$ cat src/rtl/mem_arb_pkg.sv
// Shared types and constants for the two-port memory arbiter: ownership states,
// port indices and the hold-counter helper.
package mem_arb_pkg;

    typedef enum logic [1:0] {
        IDLE = 2'd0,
        OWN0 = 2'd1,
        OWN1 = 2'd2
    } arb_state_e;

    localparam logic PORT0 = 1'b0;
    localparam logic PORT1 = 1'b1;

    localparam int         HOLD_W   = 4;
    localparam logic [3:0] HOLD_SAT = 4'd15;

    // The hold counter saturates instead of wrapping, so a long solo lock never
    // looks like a fresh one.
    function automatic logic [HOLD_W-1:0] hold_inc(input logic [HOLD_W-1:0] h);
        return (h == HOLD_SAT) ? h : h + 4'd1;
    endfunction

endpackage

$ cat src/rtl/mem_arbiter_rr_pick2.sv
// Two-way round-robin chooser: on a tie the port that was not granted last wins,
// otherwise the single requester wins.
module rr_pick2 (
    input  logic req0,
    input  logic req1,
    input  logic last,
    output logic pick,
    output logic valid
);

    assign valid = req0 | req1;
    assign pick  = (req0 & req1) ? ~last : req1;

endmodule

$ cat src/rtl/mem_arbiter.sv
// Two-port single-memory arbiter with round-robin sharing and bounded lock
// ownership for read-modify-write sequences. Grants are combinational.
module mem_arbiter
    import mem_arb_pkg::*;
#(
    parameter int AW       = 12,
    parameter int DW       = 16,
    parameter int LOCK_MAX = 4
) (
    input  logic          clk,
    input  logic          rst_n,
    input  logic          req0,
    input  logic          we0,
    input  logic [AW-1:0] addr0,
    input  logic [DW-1:0] wdata0,
    input  logic          lock0,
    input  logic          req1,
    input  logic          we1,
    input  logic [AW-1:0] addr1,
    input  logic [DW-1:0] wdata1,
    input  logic          lock1,
    output logic          gnt0,
    output logic          gnt1,
    output logic [DW-1:0] rdata0,
    output logic [DW-1:0] rdata1,
    output logic          rvalid0,
    output logic          rvalid1,
    output logic [AW-1:0] mem_addr,
    output logic          mem_we,
    output logic [DW-1:0] mem_wdata,
    input  logic [DW-1:0] mem_rdata,
    output arb_state_e    state
);

    localparam logic [HOLD_W-1:0] LOCK_LIM = HOLD_W'(LOCK_MAX);

    arb_state_e        cur, nxt;
    logic              last_q, last_d;
    logic [HOLD_W-1:0] hold_q, hold_d;

    logic rr_pick, rr_valid;
    logic grant_v, grant_p, keep, g_lock;

    rr_pick2 u_rr (
        .req0  (req0),
        .req1  (req1),
        .last  (last_q),
        .pick  (rr_pick),
        .valid (rr_valid)
    );

    // Grant selection. keep marks the owner continuing its lock, which is the
    // only case where the hold counter increments rather than restarting.
    always_comb begin
        grant_v = 1'b0;
        grant_p = PORT0;
        keep    = 1'b0;
        case (cur)
            OWN0: begin
                if (req0) begin
                    grant_v = 1'b1;
                    if (req1 && (hold_q >= LOCK_LIM)) begin
                        grant_p = PORT1;
                    end else begin
                        grant_p = PORT0;
                        keep    = 1'b1;
                    end
                end else begin
                    grant_v = rr_valid;
                    grant_p = rr_pick;
                end
            end
            OWN1: begin
                if (req1) begin
                    grant_v = 1'b1;
                    if (req0 && (hold_q >= LOCK_LIM)) begin
                        grant_p = PORT0;
                    end else begin
                        grant_p = PORT1;
                        keep    = 1'b1;
                    end
                end else begin
                    grant_v = rr_valid;
                    grant_p = rr_pick;
                end
            end
            default: begin
                grant_v = rr_valid;
                grant_p = rr_pick;
            end
        endcase
        // No grant may escape while reset is held, whatever the request inputs.
        if (!rst_n) begin
            grant_v = 1'b0;
            keep    = 1'b0;
        end
    end

    always_comb begin
        nxt    = IDLE;
        hold_d = '0;
        last_d = last_q;
        g_lock = grant_p ? lock1 : lock0;
        if (grant_v) begin
            last_d = grant_p;
            if (g_lock) begin
                nxt    = grant_p ? OWN1 : OWN0;
                hold_d = keep ? hold_inc(hold_q) : 4'd1;
            end
        end
    end

    always_ff @(posedge clk or negedge rst_n) begin
        if (!rst_n) begin
            cur    <= IDLE;
            last_q <= PORT1;
            hold_q <= '0;
        end else begin
            cur    <= nxt;
            last_q <= last_d;
            hold_q <= hold_d;
        end
    end

    assign gnt0  = grant_v & (grant_p == PORT0);
    assign gnt1  = grant_v & (grant_p == PORT1);
    assign state = cur;

    always_comb begin
        mem_addr  = '0;
        mem_we    = 1'b0;
        mem_wdata = '0;
        if (gnt0) begin
            mem_addr  = addr0;
            mem_we    = we0;
            mem_wdata = wdata0;
        end else if (gnt1) begin
            mem_addr  = addr1;
            mem_we    = we1;
            mem_wdata = wdata1;
        end
    end

    // Read data is captured at the grant edge and held until the port's next read.
    always_ff @(posedge clk or negedge rst_n) begin
        if (!rst_n) begin
            rvalid0 <= 1'b0;
            rvalid1 <= 1'b0;
            rdata0  <= '0;
            rdata1  <= '0;
        end else begin
            rvalid0 <= gnt0 & ~we0;
            rvalid1 <= gnt1 & ~we1;
            if (gnt0 && !we0) rdata0 <= mem_rdata;
            if (gnt1 && !we1) rdata1 <= mem_rdata;
        end
    end

endmodule

$ cat config.mk
export PLATFORM = sky130hd
export DESIGN_NAME = mem_arbiter
export DESIGN_NICKNAME = d
export VERILOG_FILES = /design/src/rtl/mem_arb_pkg.sv /design/src/rtl/mem_arbiter_rr_pick2.sv /design/src/rtl/mem_arbiter.sv
export SDC_FILE = /design/constraint.sdc
export NUM_CORES = 1
export LEC_CHECK = 0
export CAP_MARGIN = 20
export CORE_MARGIN = 1
export CORE_UTILIZATION = 38
export CTS_CLUSTER_SIZE = 40
export DETAILED_ROUTE_END_ITERATION = 10
export PLACE_DENSITY = 0.86
export SLEW_MARGIN = 20
export SYNTH_ARGS = -nofsm -noshare
export SYNTH_HDL_FRONTEND = slang
export SYNTH_HIERARCHICAL = 1
export SYNTH_SLANG_ARGS = --single-unit
$ cat constraint.sdc
create_clock -name clk -period 3.3 [get_ports clk]
set_clock_uncertainty 0.05 [all_clocks]
set_input_delay 0.66 -clock clk [delete_from_list [all_inputs] [get_ports clk]]
set_output_delay 0.66 -clock clk [all_outputs]
set_load 0.03 [all_outputs]
Word level (Yosys, flattened, before mapping)
Cells that the tools add are included.
{ "word_totals": {"output_inout_bits": 67, "rom_bits": 0, "ram_bits": 0, "wordCells": 58, "in_bits": 80, "regBits": 41, "n_memories": 0, "latch_bits": 0} }
{ "classes": {"addsub": 1, "n_reduce_logical": 6, "n_mul": 0, "bitwise_logic": 10, "div_mod_pow": 0, "magnitude_cmp": 1, "shifts": 0, "n_mux": 29, "eq_ne": 4} }
{ "op_table": {"columns": ["operator", "n"], "rows": [
  ["two-way mux 16 bit", 2],
  ["two-way mux 12 bit", 2],
  ["two-way mux 4 bit", 4],
  ["two-way mux 1 bit", 15],
  ["two-way mux 2 bit", 3],
  ["case mux 1 bit (2 select lines)", 3],
  ["bitwise AND 1 bit", 5],
  ["adder 4 x 1 -> 4 bit, second input constant", 1],
  ["== test 4 bit, second input constant", 1],
  ["greater-or-equal comparator 4 x 3 -> 1 bit, second input constant", 1],
  ["logical AND 1 bit", 4],
  ["inequality test 4 bit, second input constant", 1],
  ["NOT 1 bit", 4],
  ["== test 2 x 1 -> 1 bit, second input constant", 1],
  ["== test 2 bit, second input constant", 1],
  ["logical NOT 1 bit", 2],
  ["bitwise OR 1 bit", 1]
]} }

Logic depth before layout (Yosys ltp)
{ "depth": {"ltp_word": 9, "ltp_mapped": 10, "mapped_depth_nobuf": 7} }

Hierarchy
Netlist, hierarchy kept.
{ "modules_own_cells": {"columns": ["mod", "area_per_inst_um2", "seq_area_each_um2", "n_inst", "cells_each"], "rows": [
  ["mem_arbiter", 2085.8, 1027.2, 1, 158],
  ["rr_pick2", 13.8, 0.0, 1, 2]
]} }

Worst setup path after synthesis
OpenSTA, ideal clock, no wires.
{ "synth_timing": {"path_type": "register to output", "from": "register cur[0], in the netlist state[0]", "to": "output port mem_addr[1]", "required_time_ns": 2.590, "n_path_buf": 2, "path_slack_ns": 0.141, "t_arrival_ns": 2.449, "path_stages_with_launch": 9, "cell_sequence": "dfrtp_1 > inv_1 > ha_1 > nand2b_1 > o21ai_1 > and4_1 > buf_6 > clkbuf_1 > a22o_1"} }
{ "synth_between": {"elab_cells_between_ends": 10, "classes_between": "eq/ne: 2; mux: 5; bitwise: 3"} }
{ "synth_rtl": {"columns": ["item", "line", "source"], "rows": [
  ["start: declaration", "mem_arbiter.sv:37", "arb_state_e cur, nxt;"],
  ["start signal: assignment", "mem_arbiter.sv:119", "cur <= nxt;"],
  ["== test 2 bit / == test 2 x 1 -> 1 bit (equally long branches)", "mem_arbiter.sv:58", "case (cur)"],
  ["case mux 1 bit (2 select lines)", "mem_arbiter.sv:58", null],
  ["two-way mux 1 bit / NOT 1 bit (equally long branches)", "mem_arbiter.sv:93, mem_arbiter.sv:125", null],
  ["bitwise AND 1 bit *", "mem_arbiter.sv:125", "assign gnt0 = grant_v & (grant_p == PORT0);"],
  ["via gnt0", "mem_arbiter.sv:22", "output logic gnt0,"],
  ["two-way mux 12 bit *", "mem_arbiter.sv:133", "if (gnt0) begin"],
  ["end: declaration", "mem_arbiter.sv:28", "output logic [AW-1:0] mem_addr,"]
]} }
The timed path passes the listed nets; every way through them passes the cells marked *.

Worst setup path in the final report
{ "layout_timing": {"from": "input port req0", "to": "output port mem_addr[2]"} }
{ "layout_between": {"elab_chain_cells": 7, "elab_cells_between_ends": 17, "classes_between": "mux: 11; bitwise: 5; reduce/logical: 1"} }
{ "layout_rtl": {"columns": ["item", "line", "source"], "rows": [
  ["start: declaration", "mem_arbiter.sv:12", "input logic req0,"],
  ["bitwise OR 1 bit (tied with other cells)", "mem_arbiter_rr_pick2.sv:11", "assign valid = req0 | req1;"],
  ["two-way mux 1 bit, on equally long branches", null, null],
  ["case mux 1 bit (2 select lines) (tied with other cells)", "mem_arbiter.sv:58", null],
  ["two-way mux 1 bit / case mux 1 bit (2 select lines) (equally long branches)", "mem_arbiter.sv:93, mem_arbiter.sv:58", null],
  ["bitwise AND 1 bit / NOT 1 bit (equally long branches)", "mem_arbiter.sv:126, mem_arbiter.sv:125", null],
  ["two-way mux 12 bit / bitwise AND 1 bit (equally long branches)", "mem_arbiter.sv:137, mem_arbiter.sv:125", null],
  ["two-way mux 12 bit *", "mem_arbiter.sv:133", null]
]} }
Every way passes the cells marked *; elsewhere a longest branch is shown, timed or not.

==> metrics.cfg <==
[routing]
vias=1859
drc=0
drt_pass1_iterations=4
drt_iter0_drc=96
vias_per_cell=4.905
drt_wl_total_mm=5.752
ant_nets=0
wl_per_cell_um=15.18

[grt]
grt_pass1_vias=1859
antenna_found_initial=0
grt_max_degree=37
grt_remaining_overflow=0
grt_pass1_wl_mm=9.287
grt.total_usage=0.1995

[place]
dp.cells=371
dp_hpwl_mm=4.428
numPortBuffers=146
place_congestion=0.7790
place_worst_setup_slack_ns=0.08404

[clock_tree]
clkTransAtPathRegs_ns=0.08
ctsRootBufferMaster=clkbuf_8
numCtsBuffers=5
htreeDepth=2
cts_max_path_buffers=2
clock_latency_ns=0.29
cts.sinks=41
cts_setup_buffers=0
cts_tree=done
ctsHoldBuffers=0
cts_resized=0

[pwr]
ir_worst_vdd_v=0.0003874
pwr-share-seq=0.336
switchingPower_mw=0.7789
power.share.combinational=0.499
p_leak_nw=1.605
power.density_nw_per_um2=566.7
power_switching_share=0.3734
internal_power_mw=1.307
clock_power_share=0.165

[timing]
min_period_ns=3.140
max-slew-margin-rel=0.7007
min_period_over_period=0.9515
setup-tns-final_ns=0
finalMaxSlewViolations=0
max_freq_mhz=318.5
hold_viol=0
setup_viol=0
rsz0062_at_grt=false
worst_pin_slew_ns=0.4490
final.setup.worst_slack_ns=0.1600

[synthesis]
syn_avg_cell_area_um2=13.12
ys_ff_latch=41
syn_area_um2=2100
yosys.area.top_type=dfrtp_1
synth_top_area_share=0.4768
seq_area_frac_synth=0.4893
ys_warn_count=6
mappedNetlistNets=243
synth_cell_types=37
ys_top_cells_by_area=dfrtp_1, a22o_1, mux2_2
syn_inst=160

[layout]
diodes=0
layout.cells.non_filler=379
drive_above_1_share=0.2427
syn_to_final_growth_pct=75.33
finalNetCount=391
layout_commonest_cell=clkdlybuf4s50_1
layout_common_cells=clkdlybuf4s50_1, dfrtp_1, buf_4

[floorplanning]
die_h_um=76.33
core_um2=5205
start_util=0.4034
fp-row-count=26
ioPinCount=147
die_w_um=76.33
dieArea_um2=5826

[run]
max-cap-violations=0

[critical_path]
end_kind=output port
crit_fanout=32
startpoint_type=input pin
cp.arrival_ns=2.43
crit_type=input pin to output port
crit_required_ns=2.59

[hold_path]
min_path_type=input pin to asynchronous set/reset pin

[status]
status=completed

-- layer usage --
| metal | GRT usage | share of wire | wire, µm |
|---|---|---|---|
| met5 | 0 | 0 | 0 |
| met4 | 0.05192 | 0.0082 | 47 |
| met2 | 0.3477 | 0.51 | 2954 |
| met3 | 0.03832 | 0.048 | 274 |
| met1 | 0.2519 | 0.43 | 2476 |
-- worst paths after layout --
| path | from | end | slack (ns) | cells past startpoint |
|---|---|---|---|---|
| setup reg to reg | state[0] | rdata1[3] | 0.69 | 9 |
| max in group asynchronous | rst_n | rdata0[10] | 2.38 | 2 |
| hold / removal | rst_n | state[0] | 0.14 | 1 |
| min in group clk | rdata1[9] | rdata1[9] | 0.44 | 1 |
| setup / recovery | req0 | mem_addr[2] | 0.16 | 7 |
| hold reg to reg | rdata1[9] | rdata1[9] | 0.44 | 1 |
-- power groups by stage --
stage | logic, mW | clock network, mW | registers [mW]
2_1_floorplan | 0.306 | 0 | 0.966
4_1_cts | 1.05 | 0.351 | 0.702
3_5_place_dp | 1.04 | 0 | 0.712
5_1_grt | 1.09 | 0.374 | 0.720
3_3_place_gp | 1.03 | 0 | 0.704
6_report | 1.04 | 0.345 | 0.701
-- registers in the layout (all words and copies together) (netlist names) --
signal,count
rdata1,16
rvalid0,1
rvalid1,1
rdata0,16
last_q,1
hold_q,4
state,2
-- worst max-delay path, cell delays in order --
cell             delay (ns)
clkdlybuf4s50_1        0.59
mux2i_1                0.13
or2_1                  0.26
a32oi_2                0.25
buf_12                 0.22
a22o_1                 0.15
buf_4                  0.16
-- synthesized netlist by cell type --
| cell type | number |
|---|---|
| nor2b_4 | 1 |
| mux2_1 | 9 |
| nor3_1 | 2 |
| clkbuf_1 | 6 |
| nor2b_1 | 2 |
| a22o_1 | 29 |
| o211ai_2 | 1 |
| and4_1 | 1 |
| a21oi_1 | 1 |
| nand2_1 | 3 |
| xnor2_1 | 1 |
| a21boi_1 | 1 |
| mux2i_1 | 3 |
| mux2_4 | 9 |
| and2_1 | 2 |
| ha_1 | 3 |
| dfstp_2 | 1 |
| nand3b_4 | 1 |
| nor3b_1 | 1 |
| nor2_1 | 2 |
| buf_6 | 3 |
| or2_1 | 2 |
| o2111ai_2 | 1 |
| a31oi_1 | 1 |
| a32oi_2 | 1 |
| nand3b_1 | 1 |
| nand2b_1 | 1 |
| and3b_1 | 1 |
| dfrtp_1 | 40 |
| inv_1 | 3 |
| buf_4 | 1 |
| nor4_1 | 1 |
| buf_8 | 1 |
| mux2_2 | 14 |
| o21ai_0 | 3 |
| o21ai_1 | 2 |
| nand3_1 | 5 |
-- metrics by stage --
| stage | utilization | power, mW | instance area [µm²] | hold WS, ns |
|---|---|---|---|---|
| CTS | 0.7067 | 2.101 | 3679 | 0.1309 |
| floorplan | - | 1.272 | 2100 | 0.3144 |
| detailed placement | 0.6882 | 1.757 | 3582 | 0.4281 |
| global placement | 0.6882 | 1.735 | 3582 | 0.4194 |
| global route | 0.7072 | 2.180 | 3681 | 0.1378 |
| finish | 0.7072 | 2.086 | 3681 | 0.1381 |
-- cells by family after synthesis --
group	Yosys count	share of synthesized area
AO/OA/AOI/OAI	40	0.1627
XOR/XNOR	1	0.004172
adder cells (fa/ha/maj)	3	0.01788
buffers and inverters	14	0.04291
flip-flops	41	0.4893
multiplexers	35	0.2020
AND/OR/NAND/NOR	26	0.08105
-- layout make-up --
cell class | instances | area [µm²]
Multi-Input combinational cell | 105 | 982.2
Fill cell | 405 | 1524
Tap cell | 70 | 87.58
Inverter | 3 | 11.26
Sequential cell | 41 | 1027
Timing Repair Buffer | 152 | 1476
Clock buffer | 6 | 82.58
Clock inverter | 2 | 13.76
No activity file was read; power rests on OpenSTA's default activity.
